===== src/rtl/tcs_cmp_slice.sv =====
// tcs_cmp_slice: two-bit cascadable magnitude comparator slice, gate-level cascade path
// plus registered result copies and a sticky illegal-cascade flag.
module tcs_cmp_slice #(
    parameter int GATE_DELAY = 0
) (
    input  logic       clk,
    input  logic       reset,
    input  logic [1:0] a,
    input  logic [1:0] b,
    input  logic       eq,
    input  logic       gt,
    output logic       EQ,
    output logic       GT,
    output logic       LT,
    output logic       EQ_R,
    output logic       GT_R,
    output logic       LT_R,
    output logic       CASC_ERR
);
    logic nb1, nb0, e1, e0, h1, h0, a_gt, a_eq, t_gt, n_gt, n_big, n_same;
    // The ideal netlist is kept separate so zero-delay builds carry no timing controls.
    generate
        if (GATE_DELAY == 0) begin : g_ideal
            not  u_nb1 (nb1, b[1]);
            not  u_nb0 (nb0, b[0]);
            xnor u_e1  (e1, a[1], b[1]);
            xnor u_e0  (e0, a[0], b[0]);
            and  u_h1  (h1, a[1], nb1);
            and  u_h0  (h0, e1, a[0], nb0);
            or   u_agt (a_gt, h1, h0);
            and  u_aeq (a_eq, e1, e0);
            and  u_tgt (t_gt, eq, a_gt);
            or   u_gt  (GT, gt, t_gt);
            not  u_ngt (n_gt, gt);
            and  u_eq  (EQ, eq, n_gt, a_eq);
            not  u_nbg (n_big, GT);
            not  u_nsm (n_same, EQ);
            and  u_lt  (LT, n_big, n_same);
        end else begin : g_timed
            not  #(GATE_DELAY) u_nb1 (nb1, b[1]);
            not  #(GATE_DELAY) u_nb0 (nb0, b[0]);
            xnor #(GATE_DELAY) u_e1  (e1, a[1], b[1]);
            xnor #(GATE_DELAY) u_e0  (e0, a[0], b[0]);
            and  #(GATE_DELAY) u_h1  (h1, a[1], nb1);
            and  #(GATE_DELAY) u_h0  (h0, e1, a[0], nb0);
            or   #(GATE_DELAY) u_agt (a_gt, h1, h0);
            and  #(GATE_DELAY) u_aeq (a_eq, e1, e0);
            and  #(GATE_DELAY) u_tgt (t_gt, eq, a_gt);
            or   #(GATE_DELAY) u_gt  (GT, gt, t_gt);
            not  #(GATE_DELAY) u_ngt (n_gt, gt);
            and  #(GATE_DELAY) u_eq  (EQ, eq, n_gt, a_eq);
            not  #(GATE_DELAY) u_nbg (n_big, GT);
            not  #(GATE_DELAY) u_nsm (n_same, EQ);
            and  #(GATE_DELAY) u_lt  (LT, n_big, n_same);
        end
    endgenerate

    always_ff @(posedge clk or negedge reset) begin
        if (!reset) begin
            EQ_R     <= 1'b0;
            GT_R     <= 1'b0;
            LT_R     <= 1'b0;
            CASC_ERR <= 1'b0;
        end else begin
            EQ_R     <= EQ;
            GT_R     <= GT;
            LT_R     <= LT;
            CASC_ERR <= CASC_ERR | (eq & gt);
        end
    end
endmodule


===== config.mk =====
export PLATFORM = sky130hd
export DESIGN_NAME = tcs_cmp_slice
export DESIGN_NICKNAME = d
export VERILOG_FILES = /design/src/rtl/tcs_cmp_slice.sv
export SDC_FILE = /design/constraint.sdc
export NUM_CORES = 1
export LEC_CHECK = 0
export BUFFER_PORTS_ARGS = -buffer_cell sky130_fd_sc_hd__buf_2
export CAP_MARGIN = 20
export CORE_AREA = 2 2 39 41
export DETAILED_ROUTE_END_ITERATION = 6
export DIE_AREA = 0 0 41 43
export PLACE_DENSITY = 0.35
export SLEW_MARGIN = 20
export SYNTH_ARGS = -nofsm -noshare
export SYNTH_HDL_FRONTEND = slang
export SYNTH_SLANG_ARGS = --single-unit

===== constraint.sdc =====
create_clock -name clk -period 1.69 [get_ports clk]
set_input_delay 0.4225 -clock clk [delete_from_list [all_inputs] [get_ports clk]]
set_output_delay 0.4225 -clock clk [all_outputs]
set_load 0.05 [all_outputs]

Word-level counts from Yosys, hierarchy flattened
Index checks and enable logic that the tools add are counted.
W data, S select, Z words.
Storage, ports and cells
  register bits after elaboration: 4
  output and inout bits: 7
  input port bits: 8
  word-level logic and storage cells: 21
Operators by class
  bitwise logic cells: 15
  reductions and logical operators: 2
Operators with widths (number)
  $reduce_and A3 Y1: 2
  $and A1 B1 Y1: 5
  $not A1 Y1: 5
  $or A1 B1 Y1: 3
  $xnor A1 B1 Y1: 2

Logic depth before layout (Yosys ltp)
  word-level depth: 7
  gate-level depth with buffers: 4
  depth with buffers taken out: 4

Worst setup path before layout
OpenSTA, ideal clock, no wires.
  path type: input -> output
  start point: input b[0]
  end point: output LT
  arrival time: 1.307 ns
  path buffers: 0
  slack: -0.039 ns
  stages: 4
  data required time: 1.267 ns
  cell sequence: inv_1 ha_1 o211ai_1 and2_1
On the way
  word-level cells in the longest chain between the ends: 7
  elaborated cells on any way between the ends: 11
  classes of those cells: bitwise (9); reduce/logical (2)
RTL lines
  start, declared: line 9  | input logic [1:0] b,
  $not A1 Y1: line 25  | not u_nb0 (nb0, b[0]);
  $reduce_and A3 Y1: line 29  | and u_h0 (h0, e1, a[0], nb0);
  $or A1 B1 Y1: line 30  | or u_agt (a_gt, h1, h0);
  $and A1 B1 Y1: line 32  | and u_tgt (t_gt, eq, a_gt);
  $or A1 B1 Y1: line 33  | or u_gt (GT, gt, t_gt);
  $not A1 Y1: line 36  | not u_nbg (n_big, GT);
  $and A1 B1 Y1 (*): line 38  | and u_lt (LT, n_big, n_same);
  end, declared: line 14  | output logic LT,
Mark *: on every way between the ends. The rest lies on a longest branch, timed or not.

Worst setup path after layout
  start point: input b[1]
  end point: output EQ
On the way
  word-level cells in the longest chain between the ends: 3
RTL lines
  $xnor A1 B1 Y1: line 26  | xnor u_e1 (e1, a[1], b[1]);
  $and A1 B1 Y1: line 31  | and u_aeq (a_eq, e1, e0);
  $reduce_and A3 Y1: line 35  | and u_eq (EQ, eq, n_gt, a_eq);
  end, declared: line 12  | output logic EQ,
No other way between the ends.

==> results.txt <==
initial drt markers: 0
CP Launch Point: b[1]
Mapped Area: 180.2 um2
Die Y: 43 um
GR Overflow Total: 0
fin crit share: 97.72%
Cell Area, Placed: 279.0 um2
skew final: 0 ns
post-route cell area: 369.1 um2
first-pass GRT wire length: 738 um
Layout Cells excl Fill: 50
status: complete, no violations
antenna viol nets, final: 0
count of cell types in the netlist: 10
number of enable flip-flop cells after synthesis: 0
min setup slack post-route: 0.03851 ns
Startpoint Class: input port
VDD IR-drop max: 0.0001746 V
worst-path cell with the longest stage delay: ha_4
most common library cells after synthesis: 4 x dfrtp_1, 2 x ha_1, 2 x inv_1
gpl congestion: 0.6085
Syn Nets: 25
Initial Utilization: 13.02%
die area: 0.001763 mm2
Seq cells post-synth: 4
DR WL/cell: 10.42 um
wirelength, routed: 521 um
Setup violations, final: 0
DRT Pass-1 Iters: 1
initial antenna violation count: 0
Fin Hold WS: 0.4358 ns
FF-to-FF Start: CASC_ERR$_DFF_PN0_
DP Worst Slack: -0.1241 ns
Placed Cells: 46
Port Buffer Count: 14
cell with the most instances after synthesis: dfrtp_1
cell row count: 14
Synth Area per Inst: 12.01 um2
vias in the first global route: 192
yosys warns: 0
Finished Core Util: 26.67%
CTS Buffer Depth: 2
ANT cells: 0
io pins: 15
post-synth top area share: 55.56%
Chip Width: 41 um
setup TNS: 0 ns
MaxCap Viol Count: 0
CP max stage delay: 0.27 ns
critical path capture point type: output pin
Slew @ Worst Pin: 0.2518 ns
Synth Instances: 15
H-Tree Depth: 1
layout cells sized above 1: 70.59%
CP Max Fanout: 3
Main synth FF type: dfrtp_1
area delta synth->final: 104.9%
worst-case reg-to-reg path depth: 1
Nets: 46
Num CTS Buffers: 3
Sink Count: 4
Root Buffer: clkbuf_4
Hold Vio Cnt, Final: 0
Design Power: 309.7 uW
PwrDens: 838.9 mW/mm2
core area: 0.001384 mm2
Worst Setup Path Type: in -> out
# DRC: 0
sequential share of the synthesized area: 55.56%
Slew Limit Headroom: 83.33%
CTS tree: yes
DR vias/cell: 3.820
largest net degree at the start of global routing: 6
min cycle time layout: 1.651 ns
Static Leak: 0.1784 nW
Worst-path clk slew: 0.04 ns
Critical Path RT: 1.27 ns
Synth async-reset ratio: 100.0%
max-slew violations: 0
routed vias: 191
highest clock rate: 605.5 MHz
CP top delay family: buffers and inverters
Hold Path Cell Cnt: 2
ranking of synthesized cells by area: dfrtp_1 56%, ha_1 14%, and4b_2 6.3%
CP cell instances: buf_2, inv_1, ha_4, and4b_2, buf_8
critical path depth in cells: 5
worst hold path class: in -> reg
unrepaired setup endpoints after global routing: false
worst-skew pair later-pin latency: 0.23 ns
hold_sp: gt
Synth area leader: dfrtp_1
Total GRT Usage: 6.727%
CP Buf/Inv Count: 3
data arrival time of the worst path: 1.23 ns
[layer usage]
layer / GRT usage (%) / vias to the layer above / part of all wire (%)
met5: 0 / - / 0
met4: 8.000 / 0 / 0
met3: 1.571 / 0 / 16
met2: 9.375 / 15 / 40
met1: 7.074 / 85 / 43
li1: - / 91 / -
[path summary, 6_finish.rpt]
check | slack, ns | endpoint
max in group asynchronous | 1.03 | LT_R$_DFF_PN0_
min reg2reg | 0.47 | CASC_ERR$_DFF_PN0_
min in group asynchronous | 0.54 | GT_R$_DFF_PN0_
max | 0.04 | EQ
min | 0.44 | CASC_ERR$_DFF_PN0_
max reg2reg | 1.02 | CASC_ERR$_DFF_PN0_
[repair_timing]
| item | CTS | global route |
|---|---|---|
| hold endpoints to repair | 4 | 0 |
| gates resized for setup | 8 | 6 |
| setup buffers | 0 | 0 |
| hold buffers | 1 | 0 |
| setup endpoints to repair | 2 | 3 |
| pin swaps | 1 | 3 |
[where the power goes]
| part | switching [mW] | internal, mW |
|---|---|---|
| clock network | 0.0342 | 0.0791 |
| logic | 0.0577 | 0.0365 |
| registers | 0.00123 | 0.101 |
| total | 0.0931 | 0.217 |
[logic make-up after synthesis]
| logic type | share of synthesized area, % |
|---|---|
| AO/OA/AOI/OAI | 11.81 |
| adder cells (fa/ha/maj) | 13.89 |
| buffers and inverters | 4.168 |
| flip-flops | 55.56 |
| AND/OR/NAND/NOR | 14.58 |
[layout make-up]
cell class                      count  area, um2
Inverter                            2      10.01
Multi-Input combinational cell      9      100.1
Clock buffer                        3      22.52
Sequential cell                     4      100.1
Timing Repair Buffer               16      116.4
Fill cell                         148       1015
Tap cell                           16      20.02
[layout by cell type (no fill, tap or decap)]
cell type	count
buf_8	2
a21oi_1	1
a21o_2	1
and4b_2	1
and2_4	1
o211ai_1	1
inv_1	1
dlygate4sd3_1	1
nand3_1	1
dfrtp_1	4
buf_6	1
nand2_1	1
buf_4	2
inv_4	1
clkbuf_4	3
buf_2	10
ha_4	2
[state kept, by name, summed over array words and instances (netlist names)]
name      count
GT_R          1
EQ_R          1
CASC_ERR      1
LT_R          1
(Power assumes the default switching activity.)
